<file path="config.mk">
export PLATFORM = sky130hd
export DESIGN_NAME = alarm_controller
export DESIGN_NICKNAME = d
export VERILOG_FILES = /design/src/rtl/alarm_controller_pkg.sv /design/src/rtl/alarm_controller_time_parameters.sv /design/src/rtl/alarm_controller.sv
export SDC_FILE = /design/constraint.sdc
export NUM_CORES = 1
export LEC_CHECK = 0
export ABC_AREA = 1
export BUFFER_PORTS_ARGS = -buffer_cell sky130_fd_sc_hd__buf_4
export CAP_MARGIN = 20
export CORE_ASPECT_RATIO = 0.7
export CORE_MARGIN = 2
export CORE_UTILIZATION = 61
export CTS_BUF_LIST = sky130_fd_sc_hd__clkbuf_4
export DETAILED_ROUTE_END_ITERATION = 6
export PLACE_DENSITY = 0.95
export SKIP_CTS_REPAIR_TIMING = 1
export SYNTH_ARGS = -nofsm -noshare
export SYNTH_HDL_FRONTEND = slang
export SYNTH_SLANG_ARGS = --single-unit
</file>
<file path="constraint.sdc">
create_clock -name clock -period 2.1 [get_ports clock]
set_input_delay 0.21 -clock clock [delete_from_list [all_inputs] [get_ports clock]]
set_output_delay 0.21 -clock clock [all_outputs]
set_load 0.005 [all_outputs]
</file>
<file path="src/rtl/alarm_controller_pkg.sv">
// Shared definitions for the door alarm controller: state codes, interval
// selector codes and the default interval lengths in seconds.
package alarm_controller_pkg;

   typedef enum logic [2:0] {
      S_ARMED      = 3'd0,
      S_TRIGGERED  = 3'd1,
      S_SOUND      = 3'd2,
      S_ALARM_HOLD = 3'd3,
      S_DISARMED   = 3'd4,
      S_WAIT_OPEN  = 3'd5,
      S_WAIT_CLOSE = 3'd6,
      S_ARM_DELAY  = 3'd7
   } state_t;

   typedef enum logic [1:0] {
      SEL_ARM       = 2'd0,
      SEL_DRIVER    = 2'd1,
      SEL_PASSENGER = 2'd2,
      SEL_ALARM_ON  = 2'd3
   } param_sel_t;

   localparam int unsigned INTERVAL_W          = 4;
   localparam int unsigned DEF_T_ARM_DELAY     = 6;
   localparam int unsigned DEF_T_DRIVER_DELAY  = 8;
   localparam int unsigned DEF_T_PASSENGER_DELAY = 15;
   localparam int unsigned DEF_T_ALARM_ON      = 10;

   // Siren is audible only while actively sounding or holding after doors close.
   function automatic logic siren_for(input state_t s);
      return (s == S_SOUND) || (s == S_ALARM_HOLD);
   endfunction

endpackage

</file>
<file path="src/rtl/alarm_controller_time_parameters.sv">
// Interval register file: four programmable countdown lengths, restored to
// their parameter defaults on reset and rewritten by the reprogram strobe.
module time_parameters
   import alarm_controller_pkg::*;
#(
   parameter int unsigned T_ARM_DELAY       = DEF_T_ARM_DELAY,
   parameter int unsigned T_DRIVER_DELAY    = DEF_T_DRIVER_DELAY,
   parameter int unsigned T_PASSENGER_DELAY = DEF_T_PASSENGER_DELAY,
   parameter int unsigned T_ALARM_ON        = DEF_T_ALARM_ON
) (
   input  logic                  clock,
   input  logic                  reset,
   input  logic                  reprogram,
   input  logic [1:0]            timeParamSel,
   input  logic [INTERVAL_W-1:0] timeValue,
   output logic [INTERVAL_W-1:0] armInterval,
   output logic [INTERVAL_W-1:0] driverInterval,
   output logic [INTERVAL_W-1:0] passengerInterval,
   output logic [INTERVAL_W-1:0] alarmOnInterval
);

   logic [INTERVAL_W-1:0] r_arm;
   logic [INTERVAL_W-1:0] r_driver;
   logic [INTERVAL_W-1:0] r_passenger;
   logic [INTERVAL_W-1:0] r_alarm_on;

   always_ff @(posedge clock or posedge reset) begin
      if (reset) begin
         r_arm       <= INTERVAL_W'(T_ARM_DELAY);
         r_driver    <= INTERVAL_W'(T_DRIVER_DELAY);
         r_passenger <= INTERVAL_W'(T_PASSENGER_DELAY);
         r_alarm_on  <= INTERVAL_W'(T_ALARM_ON);
      end else if (reprogram) begin
         case (param_sel_t'(timeParamSel))
            SEL_ARM:       r_arm       <= timeValue;
            SEL_DRIVER:    r_driver    <= timeValue;
            SEL_PASSENGER: r_passenger <= timeValue;
            SEL_ALARM_ON:  r_alarm_on  <= timeValue;
            default:       r_arm       <= r_arm;
         endcase
      end
   end

   assign armInterval       = r_arm;
   assign driverInterval    = r_driver;
   assign passengerInterval = r_passenger;
   assign alarmOnInterval   = r_alarm_on;

endmodule

</file>
<file path="src/rtl/alarm_controller.sv">
// Vehicle door alarm: arms after the driver leaves, counts down on door
// entry, sounds the siren, and disarms with the ignition key.
module alarm_controller
   import alarm_controller_pkg::*;
#(
   parameter int unsigned T_ARM_DELAY       = DEF_T_ARM_DELAY,
   parameter int unsigned T_DRIVER_DELAY    = DEF_T_DRIVER_DELAY,
   parameter int unsigned T_PASSENGER_DELAY = DEF_T_PASSENGER_DELAY,
   parameter int unsigned T_ALARM_ON        = DEF_T_ALARM_ON
) (
   input  logic                  clock,
   input  logic                  reset,
   input  logic                  ignition,
   input  logic                  driverDoor,
   input  logic                  passengerDoor,
   input  logic                  reprogram,
   input  logic [1:0]            timeParamSel,
   input  logic [INTERVAL_W-1:0] timeValue,
   input  logic                  expired,
   input  logic                  blink1Hz,
   output logic                  startTimer,
   output logic [INTERVAL_W-1:0] value,
   output logic                  siren,
   output logic                  statusIndicator,
   output logic [2:0]            state
);

   logic [INTERVAL_W-1:0] w_arm_iv;
   logic [INTERVAL_W-1:0] w_driver_iv;
   logic [INTERVAL_W-1:0] w_passenger_iv;
   logic [INTERVAL_W-1:0] w_alarm_on_iv;

   state_t                r_state;
   logic                  r_start;
   logic [INTERVAL_W-1:0] r_value;
   logic                  r_siren;
   logic                  r_status;

   state_t                w_next;
   logic                  w_start;
   logic [INTERVAL_W-1:0] w_value;
   logic                  w_status;
   logic                  w_expired;
   logic                  w_any_door;

   time_parameters #(
      .T_ARM_DELAY       (T_ARM_DELAY),
      .T_DRIVER_DELAY    (T_DRIVER_DELAY),
      .T_PASSENGER_DELAY (T_PASSENGER_DELAY),
      .T_ALARM_ON        (T_ALARM_ON)
   ) u_time_parameters (
      .clock             (clock),
      .reset             (reset),
      .reprogram         (reprogram),
      .timeParamSel      (timeParamSel),
      .timeValue         (timeValue),
      .armInterval       (w_arm_iv),
      .driverInterval    (w_driver_iv),
      .passengerInterval (w_passenger_iv),
      .alarmOnInterval   (w_alarm_on_iv)
   );

   // The timer has only just been started while r_start is high, so any
   // expired seen then belongs to an abandoned countdown.
   assign w_expired  = expired && !r_start;
   assign w_any_door = driverDoor || passengerDoor;

   always_comb begin
      w_next  = r_state;
      w_start = 1'b0;
      w_value = r_value;
      if (reprogram) begin
         w_next = S_ARMED;
      end else begin
         case (r_state)
            S_ARMED: begin
               if (w_any_door) begin
                  w_next  = S_TRIGGERED;
                  w_start = 1'b1;
                  w_value = driverDoor ? w_driver_iv : w_passenger_iv;
               end
            end
            S_TRIGGERED: begin
               if (ignition)       w_next = S_DISARMED;
               else if (w_expired) w_next = S_SOUND;
            end
            S_SOUND: begin
               if (ignition) begin
                  w_next = S_DISARMED;
               end else if (!w_any_door) begin
                  w_next  = S_ALARM_HOLD;
                  w_start = 1'b1;
                  w_value = w_alarm_on_iv;
               end
            end
            S_ALARM_HOLD: begin
               if (ignition)        w_next = S_DISARMED;
               else if (w_any_door) w_next = S_SOUND;
               else if (w_expired)  w_next = S_ARMED;
            end
            S_DISARMED: begin
               if (!ignition) w_next = S_WAIT_OPEN;
            end
            S_WAIT_OPEN: begin
               if (ignition)        w_next = S_DISARMED;
               else if (driverDoor) w_next = S_WAIT_CLOSE;
            end
            S_WAIT_CLOSE: begin
               if (ignition) begin
                  w_next = S_DISARMED;
               end else if (!driverDoor) begin
                  w_next  = S_ARM_DELAY;
                  w_start = 1'b1;
                  w_value = w_arm_iv;
               end
            end
            S_ARM_DELAY: begin
               if (ignition)        w_next = S_DISARMED;
               else if (driverDoor) w_next = S_WAIT_CLOSE;
               else if (w_expired)  w_next = S_ARMED;
            end
            default: w_next = S_ARMED;
         endcase
      end
   end

   always_comb begin
      w_status = 1'b0;
      case (w_next)
         S_ARMED:                              w_status = blink1Hz;
         S_TRIGGERED, S_SOUND, S_ALARM_HOLD:   w_status = 1'b1;
         default:                              w_status = 1'b0;
      endcase
   end

   always_ff @(posedge clock or posedge reset) begin
      if (reset) begin
         r_state  <= S_ARMED;
         r_start  <= 1'b0;
         r_value  <= '0;
         r_siren  <= 1'b0;
         r_status <= 1'b0;
      end else begin
         r_state  <= w_next;
         r_start  <= w_start;
         r_value  <= w_value;
         r_siren  <= siren_for(w_next);
         r_status <= w_status;
      end
   end

   assign state           = r_state;
   assign startTimer      = r_start;
   assign value           = r_value;
   assign siren           = r_siren;
   assign statusIndicator = r_status;

endmodule

</file>
======== After elaboration in Yosys (flattened, before gate mapping) ========
Cells that the tools add are included.
operators by class
  eq/ne operators ......................... 18
  muxes and demuxes ....................... 32
  bitwise gates (word level) .............. 1
  reductions and logical operators ........ 14
operators by type and width
  cell                count
  $mux 3              16
  $mux 4              6
  $pmux 3 s8          1
  $eq 3x2->1 const B  4
  $eq 3x3->1 const B  4
  $pmux 4 s3          1
  $ne 2x2->1 const B  5
  $reduce_and 2->1    4
  $reduce_and 7->1    1
  $eq 3x1->1 const B  2
  $logic_not 3->1     2
  $mux 1              6
  $eq 2x2->1 const B  2
  $pmux 1 s3          1
  $reduce_bool 3->1   1
  $reduce_or 3->1     1
  $eq 2x1->1 const B  1
  $logic_not 2->1     1
  $logic_or 1x1->1    2
  $pmux 1 s2          1
  $logic_and 1x1->1   1
  $logic_not 1->1     1
  $not 1->1           1
storage, ports and cells
  register bits after elaboration ......... 26
  output and inout bits ................... 10

======== Depth between registers and ports, before layout ========
Gate-level depths: netlist of run 1.
  depth in word-level cells ............... 10
  mapped depth ............................ 10

======== Cells and area by module ========
From an unflattened synthesis of run 1, not the netlist that was laid out.
second synthesis, totals
  cell total of the unflattened synthesis .. 178
  area total of the unflattened synthesis .. 1431.4 um^2
modules (own cells, without submodules)
  module            instances  cells each  area each (um^2)  seq. area each (um^2)
  time_parameters   1          76          724.4             411.6
  alarm_controller  1          102         706.9             250.2

======== Worst setup path after synthesis of run 1 ========
No wires, ideal clock.
  path kind ............................... reg-to-reg
  start point ............................. register r_state[0], in the netlist state[0]
  end point ............................... register r_value[2], in the netlist value[2]
  library setup time ...................... 118 ps
  arrival ................................. 1190 ps
  data required time ...................... 1982 ps
  setup slack ............................. 792 ps
  stages on the path, launching flop included .. 9
  path buffers ............................ 0
  period minus slack after synthesis ...... 1308 ps
  cells stage by stage .................... dfrtp_1 inv_2 nand2_4 nor2_4 nand3_1 o221ai_2 nand2_2 nand2_1 o21ai_2
between the ends
  word-level cells in the longest chain between the ends .. 3
ends and longest elaborated chain
  element                                                           RTL line                 RTL
  from (decl)                                                       alarm_controller.sv:33   state_t r_state;
  from (signal assigned)                                            alarm_controller.sv:144  r_state <= w_next;
  $eq 3x2->1, or another cell as far along                          alarm_controller.sv:75   case (r_state)
  $ne 2x2->1 (no source line) or $reduce_bool 3->1 (tied branches)  -
  $reduce_and 7->1 (no source line)                                 -
  to (signal assigned)                                              alarm_controller.sv:146  r_value <= w_value;
  to (decl)                                                         alarm_controller.sv:35   logic [INTERVAL_W-1:0] r_value;
Several ways; a longest one is shown, not always the timed one.
A chain may end at the register's enable or synchronous reset.

======== Final worst setup path of run 1 ========
  start point ............................. register r_state[2], in the netlist state[2]
  end point ............................... register r_status, in the netlist statusIndicator
between the ends
  word-level cells in the longest chain between the ends .. 8
ends and longest elaborated chain
  element                                   RTL line                                         RTL
  $mux 3                                    alarm_controller.sv:99, alarm_controller.sv:120
  $mux 3 (on tied branches)                 alarm_controller.sv:119, alarm_controller.sv:98
  $mux 3 (on tied branches)                 alarm_controller.sv:118, alarm_controller.sv:97
  $pmux 3 s8 (*)                            alarm_controller.sv:75
  $mux 3 (*)                                alarm_controller.sv:72                           if (reprogram) begin
  $eq 3x2->1 or $eq 3x1->1 (tied branches)  alarm_controller.sv:129                          case (w_next)
  $reduce_or 3->1                           alarm_controller.sv:129
  $pmux 1 s2 (*)                            alarm_controller.sv:129
  via w_status                              alarm_controller.sv:42                           logic w_status;
  to (signal assigned)                      alarm_controller.sv:148                          r_status <= w_status;
  to (decl)                                 alarm_controller.sv:37                           logic r_status;
The timed path passes the listed nets; every way through them passes the cells marked *.

==> results.md, run 1 <==
- Overall power: 0.00130 W
- Req. time, crit path: 2.33 ns
- Antenna diodes: 0
- Port Buf Inserts: 23
- Crit. End Element: flop
- PD cells: 823 nW/µm²
- Cell count after synthesis: 164
- Hold Fails Final Rpt: 0
- #FFs+latches synth: 26
- CTS Buf Count: 3
- Synth area leaders: dfrtp_1, dfstp_2, nand2_1
- Final Util: 0.752
- Final period utilization: 0.781
- GRT Resource Usage Total: 0.279
- Chip Height: 43.0 µm
- Syn. warnings: 0
- Crit-path cells: inv_1 > nand2_1 > nor2_1 > o21ai_0 > nand2_1 > nand2_1 > nand2_1 > nor2_1 > nor2_1
- Area of the die: 2560 µm²
- Antenna viol nets, final: 0
- Max Cap Viol: 0
- Routed WL per cell: 14.3 µm
- CORE AREA: 2100 µm²
- First-pass GRT wire length: 5340 µm
- Non-filler cells, final: 216
- Routability cong.: 0.913
- Status: finished, final reports clean
- Vias post-DR: 1244
- Worst Setup SP: state[2]
- R2r setup slk: 0.46 ns
- Critical Path Sink: statusIndicator
- Setup violators final: 0
- Layout cells sized above 1: 0.266
- CP bufs+invs: 1
- Setup tns final: 0 ns
- Synthesized Nets: 178
- Root buf cell: clkbuf_4
- Crit path kind: flop to flop
- FF-to-FF Start: state[2]
- Row count: 14
- Clock Skews: 0.00516 ns
- CP Depth: 9
- Crit start category: flop
- Clock transition at path regs: 0.14 ns
- Initial antenna violation count: 0
- Starting Density: 0.629
- Area leader, netlist: dfrtp_1
- Synthesized area: 1320 µm²
- Drt total wl: 3100 µm
- Tmin final: 1.64 ns
- Skew-Pair Late Insertion Delay: 0.33 ns
- Slowest CP cell: dfrtp_1
- Slew of the pin with the lowest slew margin: 0.806 ns
- Sequential-to-total area share from yosys stat: 0.500
- Dpl hpwl: 2380 µm
- H-tree levels: 1
- DR pass1 iterations: 4
- Post-Place Cells: 212
- DRC Markers: 0
- Maximum vdd drop: 0.603 mV
- DR vias/cell: 5.76
- Vias in the first global route: 1184
- Synthesized area per cell: 8.06 µm²
- Hold WC Path Type: input port to async pin
- FMAX: 0.610 GHz
- I/O pins: 24
- Dpl ws: 0.532 ns
- Chip width: 59.7 µm
- Total grt overflow: 0
- CP most frequent cell: nand2_1
- Nets: 207
- R2r endpoint: statusIndicator
- CP delay by family, top: flip-flops
- Relative slew slack: 0.462
- Unique masters post-synth: 20
- Pins Over Slew Limit: 0
- Crit path DAT: 1.87 ns
- Synth top area share: 0.322
- Worst-case reg-to-reg path depth: 9
- Clock buffer depth: 2
- Area growth from synthesis to layout: 19.6%
- CP peak stage delay: 0.69 ns
- Unrepaired setup endpoints after global routing: no
- CTS sink count: 26
- Leakage power: 0.790 nW
- Pin count of the biggest net entering global routing: 23
- CTS tree: yes
- CP max FO: 13
- Setup slack after layout: 0.460 ns
- Initial DRC Count: 106
[sequential cells by signal (all words and copies together) (netlist names)]
register / flops
statusIndicator: 1
u_time_parameters.armInterval: 4
u_time_parameters.driverInterval: 4
state: 3
value: 4
u_time_parameters.alarmOnInterval: 4
startTimer: 1
siren: 1
u_time_parameters.passengerInterval: 4
[synth_stat cells]
master / count
buf_6: 1
nor2_1: 17
inv_1: 15
dfstp_2: 9
a21oi_1: 2
nand2_4: 1
o211a_1: 3
o21ai_2: 1
nand3_1: 15
nand2_1: 45
o21ai_1: 3
inv_2: 3
nor2_4: 3
a21oi_2: 1
o31ai_1: 1
dfrtp_1: 17
nor2_2: 1
nand2_2: 2
o21ai_0: 23
o221ai_2: 1
[layer usage]
| metal | GRT usage | wire length [µm] |
|---|---|---|
| met1 | 0.377 | 1340 |
| met2 | 0.472 | 1510 |
| met3 | 0.0457 | 206 |
| met4 | 0.0622 | 41 |
| met5 | 0 | 0 |
[stage by stage]
step	hold slack, ns	area [µm²]
after floorplan	0.243	1320
after global placement	0.394	1530
after detailed placement	0.403	1530
after CTS	0.0289	1580
after global routing	0.0459	1580
final	0.0182	1580
[how the worst min path moves through the flow]
stage,start,endpoint,cells past startpoint
finish,reset,value[2],2
global route,reset,u_time_parameters.driverInterval[2],2
CTS,reset,u_time_parameters.driverInterval[2],2
detailed placement,reset,u_time_parameters.driverInterval[2],2
global placement,reset,u_time_parameters.driverInterval[2],2
floorplan,reset,siren,1
[power breakdown]
| group | switching (W) | total, W | internal (W) |
|---|---|---|---|
| combinational | 0.000150 | 0.000283 | 0.000132 |
| sequential | 0.0000683 | 0.000674 | 0.000605 |
| clock | 0.000151 | 0.000345 | 0.000193 |
[cell type report]
type | instances | area [µm²]
timing repair buffer | 25 | 188
inverter | 18 | 67.6
clock inverter | 1 | 30.0
multi-input combinational | 119 | 582
fill | 136 | 520
sequential | 26 | 662
clock buffer | 3 | 22.5
tap | 24 | 30.0
[cell usage in the layout, fill, tap and decap left out]
master	instances
inv_2	3
nand3_1	15
inv_1	15
buf_4	25
o211a_1	3
o21ai_2	1
dfstp_2	9
clkbuf_4	3
bufinv_16	1
o21ai_1	3
o31ai_1	1
a21oi_2	1
nand2_1	45
nand2_4	1
nand2_2	2
o21ai_0	23
nor2_1	17
nor2_4	3
nor2_2	1
dfrtp_1	17
o221ai_2	1
a21oi_1	2
[logic make-up after synthesis]
group                  count (synthesis)  synth area share
flip-flops                            26             0.500
AO/OA/AOI/OAI                         35             0.159
AND/OR/NAND/NOR                       84             0.281
buffers and inverters                 19            0.0596
No activity file was read; power rests on OpenSTA's default activity.
==> inputs of run 2 (changes only) <==
CORE_UTILIZATION = 57   (was 61)
PLACE_DENSITY = 0.91   (was 0.95)
clock period = 1.6 ns   (was 2.1 ns; I/O delays follow)
==> run 2 against run 1 <==
  * The run now ends with design-rule violations left
  * Setup slack lost 0.34 ns
  * Global-route usage shrank 1.4 points
  * Register-to-register slack lost 0.34 ns
  * Worst hold slack gained 0.040 ns
  * Routed wire length grew 5.3%
  * Final area grew 0.95%
  * Clock power grew 31%
  * Non-clock buffer count is the same
  * First-iteration DRC count shrank 4.7%
  * Fmax grew 11%
  * Via count grew 5.2%
==> results.md, run 2 (synthesis gave the netlist of run 1 again) <==
- I/O pins: 24
- Crit start category: flop
- Clock transition at path regs: 0.13 ns
- Grt met2 use: 0.423
- Clock power share: 0.263
- Relative slew slack: 0.787
- Placed cell areas: 1530 µm²
- CTS sink count: 26
- CTS tree: yes
- Initial antenna violation count: 0
- H-tree levels: 1
- Skew-Pair Late Insertion Delay: 0.32 ns
- CTS Buf Count: 3
- Met1 Track Usage GR: 0.333
- Unrepaired setup endpoints after global routing: no
- Antenna diodes: 0
- PD cells: 1070 nW/µm²
- Initial DRC Count: 101
- Chip width: 61.6 µm
- Tmin final: 1.48 ns
- CORE AREA: 2170 µm²
- Non-filler cells, final: 224
- Post-Place Cells: 219
- Chip Height: 44.3 µm
- Crit. End Element: flop
- Vias in the first global route: 1223
- Failing checks: design-rule violations
- Crit path DAT: 1.74 ns
- Crit path kind: flop to flop
- Leakage power: 0.787 nW
- Port Buf Inserts: 23
- Seq pwr share: 0.514
- Routed WL per cell: 14.6 µm
- Req. time, crit path: 1.86 ns
- Starting Density: 0.609
- Final period utilization: 0.923
- Drt total wl: 3260 µm
- Status: complete, but fails checks
- Final Util: 0.735
- Highest-count cells in the layout ignoring fill and taps: nand2_1, buf_4, o21ai_0
- Nets: 207
- Busiest grt layer: met2
- Hold WC Path Type: input port to flop
- DR pass1 iterations: 7
- Final instance area: 1600 µm²
- Sw Ratio: 0.286
- Clock Skews: 0.00972 ns
- Dpl hpwl: 2410 µm
- Root buf cell: clkbuf_4
- Max Cap Viol: 0
- Pins Over Slew Limit: 0
- Slew of the pin with the lowest slew margin: 0.318 ns
- Setup violators final: 0
- Area growth from synthesis to layout: 20.7%
- Pin count of the biggest net entering global routing: 27
- Fin Hold WS: 0.0579 ns
- Most common cell after layout, fill and taps aside: nand2_1
- Clock buffer depth: 2
- Routability cong.: 0.969
- Hold path depth: 2
- GRT Resource Usage Total: 0.266
- FMAX: 0.677 GHz
- Area of the die: 2730 µm²
- Maximum vdd drop: 0.651 mV
- CP max FO: 7
- Logic pwr share: 0.223
- Layout cells sized above 1: 0.271
- Setup tns final: 0 ns
- Vias post-DR: 1309
- GR Util met3: 0.0936
- Row count: 14
- NetSw: 0.000490 W
- Worst-case reg-to-reg path depth: 9
- Antenna viol nets, final: 0
- DR vias/cell: 5.84
- First-pass GRT wire length: 5220 µm
- Total grt overflow: 0
- DRC Markers: 1
- Internal: 0.00122 W
- Hold Fails Final Rpt: 0
## run 2: metal layers
layer	vias to the layer above	part of all wire	wire length (µm)
li1	590	-	-
met1	598	0.39	1270
met2	102	0.47	1540
met3	19	0.12	387
met4	0	0.021	68
met5	-	0	0
## run 2: area by class of cell
cell class | count | area, µm²
clock inverter | 1 | 30.0
timing repair buffer | 25 | 190
fill | 173 | 576
inverter | 18 | 67.6
sequential | 26 | 664
multi-input combinational | 119 | 582
clock buffer | 3 | 22.5
tap | 32 | 40.0
## run 2: per-stage QoR
| step | total power [W] | setup slack (ns) |
|---|---|---|
| final | 0.00171 | 0.123 |
| after global routing | 0.00180 | 0.0182 |
| after CTS | 0.00171 | 0.0474 |
| after detailed placement | 0.00126 | 0.0814 |
| after global placement | 0.00124 | 0.160 |
| after floorplan | 0.00109 | 0.292 |
## run 2: worst paths after layout
| check | startpoint | end | slack [ns] |
|---|---|---|---|
| max reg2reg | state[0] | statusIndicator | 0.12 |
| max in group asynchronous | reset | u_time_parameters.passengerInterval[2] | 0.87 |
| min reg2reg | u_time_parameters.driverInterval[3] | u_time_parameters.driverInterval[3] | 0.50 |
| min | reprogram | state[2] | 0.06 |
| min in group asynchronous | reset | value[0] | 0.43 |
| max | state[0] | statusIndicator | 0.12 |
## run 2: power by group through the flow
| stage | sequential (W) | combinational [W] | clock [W] |
|---|---|---|---|
| global route | 0.000892 | 0.000428 | 0.000484 |
| floorplan | 0.000867 | 0.000219 | 0 |
| finish | 0.000881 | 0.000382 | 0.000451 |
| global placement | 0.000881 | 0.000355 | 0 |
| CTS | 0.000877 | 0.000376 | 0.000453 |
| detailed placement | 0.000889 | 0.000374 | 0 |
## run 2: worst max-delay path, cell delays in order (launching register included)
cell	delay, ns
dfrtp_2	0.49
inv_2	0.12
nand2_4	0.08
nor2_4	0.17
nand2_1	0.07
nand3_1	0.07
nand2_1	0.07
a21oi_2	0.19
nor2_1	0.06
nor2_1	0.09
==> inputs of run 3 (changes only) <==
CORE_UTILIZATION = 61   (was 57)
CTS_BUF_LIST = sky130_fd_sc_hd__clkbuf_8   (was sky130_fd_sc_hd__clkbuf_4)
PLACE_DENSITY = 0.95   (was 0.91)
clock period = 1.7 ns   (was 1.6 ns; I/O delays follow)
==> run 3 against run 2 <==
  * The run now ends clean
  * Via count is 2.7% lower
  * Sequential power is 5.7% lower
  * Non-clock buffer count stayed put
  * Fmax is 6.3% lower
  * Combinational power is 5.5% lower
  * Die area is 6.1% lower
  * Register-to-register slack hardly changed
  * Critical path depth is 1 lower
  * Global-route usage is 3.4 points higher
  * Sequential cell count stayed put
==> results.md, run 3 (synthesis gave the netlist of run 1 again) <==
- Antenna viol nets, final: 0
- Layout cells sized above 1: 0.266
- Clock Skews: 0.00203 ns
- Slowest CP cell: dfrtp_1
- Antenna diodes: 0
- Pins Over Slew Limit: 0
- DR vias/cell: 5.90
- Relative slew slack: 0.776
- FMAX: 0.634 GHz
- PD cells: 1060 nW/µm²
- Area growth from synthesis to layout: 21.3%
- Row count: 14
- Final Util: 0.763
- Pin count of the biggest net entering global routing: 27
- Tmin final: 1.58 ns
- Highest-count cells in the layout ignoring fill and taps: nand2_1, buf_4, o21ai_0
- Dpl hpwl: 2290 µm
- Total grt overflow: 0
- Starting Density: 0.629
- Max Cap Viol: 0
- H-tree levels: 1
- Leakage power: 0.796 nW
- Routability cong.: 0.943
- Most common cell after layout, fill and taps aside: nand2_1
- I/O pins: 24
- Routed WL per cell: 15.4 µm
- Crit path DAT: 1.73 ns
- Chip width: 59.7 µm
- Hold Fails Final Rpt: 0
- CTS tree: yes
- DRC Markers: 0
- Clock buffer depth: 2
- Status: finished, final reports clean
- Req. time, crit path: 1.86 ns
- Area of the die: 2560 µm²
- Root buf cell: clkbuf_8
- Setup violators final: 0
- Drt total wl: 3320 µm
- CP delay by family, top: simple AND/OR/NAND/NOR gates
- Port Buf Inserts: 23
- CTS Buf Count: 3
- Unrepaired setup endpoints after global routing: no
- Crit. End Element: flop
- Hold WC Path Type: input port to flop
- Clock transition at path regs: 0.09 ns
- CP peak stage delay: 0.49 ns
- CP bufs+invs: 1
- Setup tns final: 0 ns
- Chip Height: 43.0 µm
- Maximum vdd drop: 0.909 mV
- Fin Hold WS: 0.103 ns
- Nets: 207
- Slew of the pin with the lowest slew margin: 0.333 ns
- CTS sink count: 26
- Crit start category: flop
- Crit path kind: flop to flop
- Crit-path cells: inv_2 > nand2_4 > nor2_4 > nand3_1 > o221ai_2 > nand2_2 > nand2_1 > o21ai_1
- Skew-Pair Late Insertion Delay: 0.27 ns
- Final period utilization: 0.927
- Initial antenna violation count: 0
- CORE AREA: 2100 µm²
- Vias post-DR: 1274
- CP max FO: 9
- GRT Resource Usage Total: 0.300
- DR pass1 iterations: 4
- Vias in the first global route: 1192
- First-pass GRT wire length: 5520 µm
- Initial DRC Count: 155
==> run 3: where the power goes <==
part | leakage (nW) | total (W) | internal (W) | switching (W)
logic | 0.452 | 0.000361 | 0.000164 | 0.000197
clock network | 0.0357 | 0.000516 | 0.000315 | 0.000201
registers | 0.309 | 0.000831 | 0.000749 | 0.0000822
total | 0.796 | 0.00171 | 0.00123 | 0.000480
==> run 3: per-stage QoR <==
step | std cells | area (µm²) | power [W] | setup WS, ns
after global placement | 211 | 1520 | 0.00117 | 0.186
after floorplan | 164 | 1320 | 0.00102 | 0.392
final | 216 | 1600 | 0.00171 | 0.123
after detailed placement | 211 | 1520 | 0.00119 | 0.121
after global routing | 216 | 1600 | 0.00179 | 0.0325
after CTS | 215 | 1590 | 0.00171 | 0.0932
==> run 3: area by class of cell <==
type	instances	area [µm²]
flip-flops and latches	26	663
multi-input cells	119	582
fillers	143	498
repair buffers	25	190
inverters	18	67.6
clock buffers	3	41.3
clock inverters	1	30.0
well taps	24	30.0
==> run 3: routing by layer <==
layer | share of wire | track usage
met5 | 0 | 0
met4 | 0.031 | 0.129
met3 | 0.091 | 0.0701
met2 | 0.49 | 0.474
met1 | 0.39 | 0.394
==> run 3: worst paths after layout <==
| kind | from | end | slack, ns | cells past startpoint |
|---|---|---|---|---|
| min | reprogram | state[2] | 0.10 | 2 |
| max reg2reg | state[0] | value[3] | 0.12 | 8 |
| min in group asynchronous | reset | u_time_parameters.driverInterval[2] | 0.49 | 4 |
| max in group asynchronous | reset | u_time_parameters.armInterval[1] | 0.91 | 4 |
| max | state[0] | value[3] | 0.12 | 8 |
| min reg2reg | u_time_parameters.driverInterval[0] | u_time_parameters.driverInterval[0] | 0.50 | 2 |
